<file path="src/rtl/pcie_byte_striper.sv">
// rtl/pcie_byte_striper.sv - round-robin byte striper from one link-layer byte stream onto num_lanes lanes
// Optional feature macro: STRIPER_PAD_EN (pad unused lanes of a short symbol time with K23.7 instead of idle).
module pcie_byte_striper #(
    parameter int num_lanes = 4
) (
    input  logic                   clk,
    input  logic                   rst,
    input  logic [7:0]             in_data,
    input  logic                   in_k,
    input  logic                   in_last,
    input  logic                   in_valid,
    output logic                   in_ready,
    output logic [8*num_lanes-1:0] lane_data,
    output logic [num_lanes-1:0]   lane_k,
    output logic                   out_valid,
    input  logic                   out_ready
);

    localparam int IW = (num_lanes > 1) ? $clog2(num_lanes) : 1;
    localparam logic [IW-1:0] LAST_IDX = IW'(num_lanes - 1);

`ifdef STRIPER_PAD_EN
    localparam logic [7:0] PAD_DATA = 8'hF7;
    localparam logic       PAD_K    = 1'b1;
`else
    localparam logic [7:0] PAD_DATA = 8'h00;
    localparam logic       PAD_K    = 1'b0;
`endif

    logic [IW-1:0]          lane_idx_q, lane_idx_d;
    logic [8*num_lanes-1:0] acc_data_q, acc_data_d;
    logic [num_lanes-1:0]   acc_k_q, acc_k_d;
    logic [8*num_lanes-1:0] out_data_q, out_data_d;
    logic [num_lanes-1:0]   out_k_q, out_k_d;
    logic                   out_valid_q, out_valid_d;

    logic                   completing;
    logic                   accept;
    logic [8*num_lanes-1:0] sym_data;
    logic [num_lanes-1:0]   sym_k;

    always_comb begin
        completing = (lane_idx_q == LAST_IDX) || in_last;
        in_ready   = !(completing && out_valid_q && !out_ready);
        accept     = in_valid && in_ready;
    end

    // Symbol time as it would look if the current byte closed it.
    always_comb begin
        sym_data = '0;
        sym_k    = '0;
        for (int i = 0; i < num_lanes; i++) begin
            if (i < int'(lane_idx_q)) begin
                sym_data[8*i +: 8] = acc_data_q[8*i +: 8];
                sym_k[i]           = acc_k_q[i];
            end else if (i == int'(lane_idx_q)) begin
                sym_data[8*i +: 8] = in_data;
                sym_k[i]           = in_k;
            end else begin
                sym_data[8*i +: 8] = PAD_DATA;
                sym_k[i]           = PAD_K;
            end
        end
    end

    always_comb begin
        lane_idx_d  = lane_idx_q;
        acc_data_d  = acc_data_q;
        acc_k_d     = acc_k_q;
        out_data_d  = out_data_q;
        out_k_d     = out_k_q;
        out_valid_d = out_valid_q;

        // Clearing on consume keeps the lanes at logical idle without an output mux.
        if (out_valid_q && out_ready) begin
            out_valid_d = 1'b0;
            out_data_d  = '0;
            out_k_d     = '0;
        end

        if (accept) begin
            if (completing) begin
                out_valid_d = 1'b1;
                out_data_d  = sym_data;
                out_k_d     = sym_k;
                lane_idx_d  = '0;
            end else begin
                for (int i = 0; i < num_lanes; i++) begin
                    if (i == int'(lane_idx_q)) begin
                        acc_data_d[8*i +: 8] = in_data;
                        acc_k_d[i]           = in_k;
                    end
                end
                lane_idx_d = lane_idx_q + IW'(1);
            end
        end
    end

    always_ff @(posedge clk) begin
        if (rst) begin
            lane_idx_q  <= '0;
            acc_data_q  <= '0;
            acc_k_q     <= '0;
            out_data_q  <= '0;
            out_k_q     <= '0;
            out_valid_q <= 1'b0;
        end else begin
            lane_idx_q  <= lane_idx_d;
            acc_data_q  <= acc_data_d;
            acc_k_q     <= acc_k_d;
            out_data_q  <= out_data_d;
            out_k_q     <= out_k_d;
            out_valid_q <= out_valid_d;
        end
    end

    assign lane_data = out_data_q;
    assign lane_k    = out_k_q;
    assign out_valid = out_valid_q;

endmodule

</file>
<file path="config.mk">
export PLATFORM = sky130hd
export DESIGN_NAME = pcie_byte_striper
export DESIGN_NICKNAME = d
export VERILOG_FILES = /design/src/rtl/pcie_byte_striper.sv
export SDC_FILE = /design/constraint.sdc
export NUM_CORES = 1
export LEC_CHECK = 0
export CORE_ASPECT_RATIO = 2
export CORE_UTILIZATION = 52
export CTS_CLUSTER_DIAMETER = 200
export DETAILED_ROUTE_END_ITERATION = 12
export PLACE_DENSITY_LB_ADDON = 0.25
export SYNTH_ARGS = -nofsm -noshare
export SYNTH_HDL_FRONTEND = slang
export SYNTH_SLANG_ARGS = --single-unit
</file>
<file path="constraint.sdc">
create_clock -name clk -period 2.4 [get_ports clk]
set_input_delay 0.6 -clock clk [delete_from_list [all_inputs] [get_ports clk]]
set_output_delay 0.6 -clock clk [all_outputs]
set_load 0.05 [all_outputs]
</file>
==> results.yml <==
synthesis:
  synth_nets: 369
  yosysWarnings: 0
  ys_ff_latch: 66
  post-synth-top-area-cell: "dfxtp_1"
  synth_area_mm2: 0.00285
  syn_avg_cell_area_um2: 8.12
  synth_area_leaders: "dfxtp_1 46%, nand2_1 11%, a21oi_1 6.7%"
  netlist.area_leader.share_pct: 46.3
  yosysSeqAreaShare_pct: 46.3
  syn_inst: 351
  ys_types: 25
clock_tree:
  clk_latency_ns: 0.34
  cts_made_buffers: 9
  clk_path_buf_depth: 2
  post_cts.repair.setup_buffers: 0
  cts.repair.resized: 0
  hold_buffers: 0
  root_buffer: "clkbuf_8"
  h-tree-depth: 3
  path_clk_slew_ns: 0.06
  cts_tree: "yes"
  clkSinkCount: 66
sta:
  fmax_mhz: 460
  drv_slew: 0
  finalSetupViolations: 0
  fin_crit_ns: 2.17
  slew_headroom_pct: 56.9
  period_share_pct: 90.5
  finalClockSkew_ns: 0.00541
  rsz0062_at_grt: "false"
  hold_viol: 0
  tns_ns: 0
  tightest_slew_ns: 0.646
grt:
  grt_pass1_wl_um: 11300
  grt_util_all_layers_pct: 26.9
  overflow: 0
  grt_max_degree: 67
  antenna_found_initial: 0
  grt_pass1_vias: 2376
power_and_ir_drop:
  ir_worst_vdd_uv: 500
  power_density_mw_per_mm2: 599
  leakage_uw: 0.00119
die:
  die_y_um: 107
  chipWidth_um: 54.4
  rows: 37
  ios: 52
  fp.dieArea_mm2: 0.00580
  core_area_mm2: 0.00523
  initial_core_util_pct: 54.5
setup_path:
  critical_path_required_ns: 1.80
  rr_startpoint: "lane_idx_q[1]"
  timing.rr.end: "lane_k[2]"
  cp_max_fo: 3
  regToRegSetupSlack_ns: 0.40
  worstSetupPathType: "input pin to output port"
  rr_worst_depth: 8
  arrival_ns: 1.57
  cp-start-kind: "input pin"
  end_kind: "output port"
finish:
  fill_cells: 447
  final_cell_mix: "87 x nand2_1, 66 x dfxtp_1, 49 x clkdlybuf4s50_1"
  nNetsFinal: 417
  final_common_cell: "nand2_1"
  diodes: 0
  drive_above_1_share_pct: 10.4
  final_core_util_pct: 68.2
  areaGrowthSynthToFinish_pct: 25.1
  stdcell_count: 461
detailed_routing:
  drt-pass1-iter-count: 5
  drc: 0
  drt-total-wl_um: 6970
  routedWlPerCell_um: 15.1
  viasPerCell: 5.70
  ant_nets: 0
  drtIter0Drc: 101
  route.vias.total: 2627
place:
  port_buffers: 51
  hpwl_um: 4760
  dpl.cell_count: 446
  place_congestion: 0.805
hold_path:
  holdCritStartpoint: "acc_data_q[4]"
  hold_path.class: "flop to flop"
  hold_path_end: "acc_data_q[4]"
  min_path_cells: 2
outcome:
  status: "completed"
run:
  maxCapViolCount: 0
[stage by stage]
stage / power (uW) / instance area (um2) / hold slack [ns] / setup slack, ns
finish: 2140 / 3570 / 0.457 / 0.228
global route: 2220 / 3570 / 0.477 / 0.130
CTS: 2150 / 3570 / 0.457 / 0.217
detailed placement: 1400 / 3420 / 0.447 / 0.204
global placement: 1400 / 3420 / 0.440 / 0.217
floorplan: 1300 / 2850 / 0.434 / 0.297
[metal layers]
| layer | wire (um) | vias to the layer above | GRT usage [%] |
|---|---|---|---|
| met5 | 0 | - | 0 |
| met4 | 257 | 0 | 14.3 |
| met3 | 350 | 16 | 5.96 |
| met2 | 3460 | 84 | 41.7 |
| met1 | 2900 | 1203 | 33.2 |
| li1 | - | 1324 | - |
[worst max path at each step]
stage,start,end,slack [ns],cells past startpoint
after floorplan,out_valid,in_ready,0.30,3
after global placement,out_ready,in_ready,0.22,4
after detailed placement,in_last,lane_data[12],0.20,6
after CTS,out_ready,in_ready,0.22,4
after global routing,lane_idx_q[1],in_ready,0.13,5
final,out_ready,in_ready,0.23,4
[where the power goes]
part	leakage, uW	switching (uW)	internal, uW
Combinational	0.000573	160	90.4
Sequential	0.000534	11.9	1120
Clock	0.0000827	394	362
[synth_stat cells]
| cell | number |
|---|---|
| nand3_1 | 9 |
| o31a_1 | 1 |
| clkbuf_2 | 1 |
| dfxtp_1 | 66 |
| nand2_1 | 87 |
| a2111oi_0 | 18 |
| nor3_2 | 1 |
| and2_1 | 3 |
| clkbuf_1 | 20 |
| nor2b_1 | 1 |
| and3_1 | 1 |
| nand2b_1 | 1 |
| nand3b_1 | 18 |
| nor2_1 | 29 |
| inv_1 | 3 |
| mux2_2 | 9 |
| buf_6 | 1 |
| a21oi_1 | 38 |
| o21ai_0 | 2 |
| ha_1 | 4 |
| buf_2 | 8 |
| a22oi_1 | 10 |
| a31oi_1 | 18 |
| or3_1 | 1 |
| nor3b_2 | 1 |
[cell families after synthesis]
logic type | Yosys count | share of synthesized area [%]
adder cells (fa/ha/maj) | 4 | 1.76
flip-flops | 66 | 46.3
AO/OA/AOI/OAI | 87 | 19.4
buffers and inverters | 33 | 5.00
multiplexers | 9 | 3.55
AND/OR/NAND/NOR | 152 | 23.9
[final cells by class]
type                    count  area [um2]  share of cell area [%]
well taps                  58        72.6                    2.03
inverters                   3        11.3                   0.316
flip-flops and latches     66        1320                    37.0
clock inverters             4        20.0                   0.561
clock buffers              11         131                    3.68
repair buffers             67         623                    17.5
multi-input cells         252        1390                    38.9
[critical path, stage by stage]
cell,delay (ns)
clkdlybuf4s50_1,0.45
nor2b_1,0.22
o21ai_1,0.10
buf_4,0.20
[registers in the layout, summed over array words and instances (netlist names)]
name / count
acc_data_q: 24
acc_k_q: 3
lane_data: 32
lane_idx_q: 2
lane_k: 4
out_valid: 1
Power figures use the tool's default switching activity.
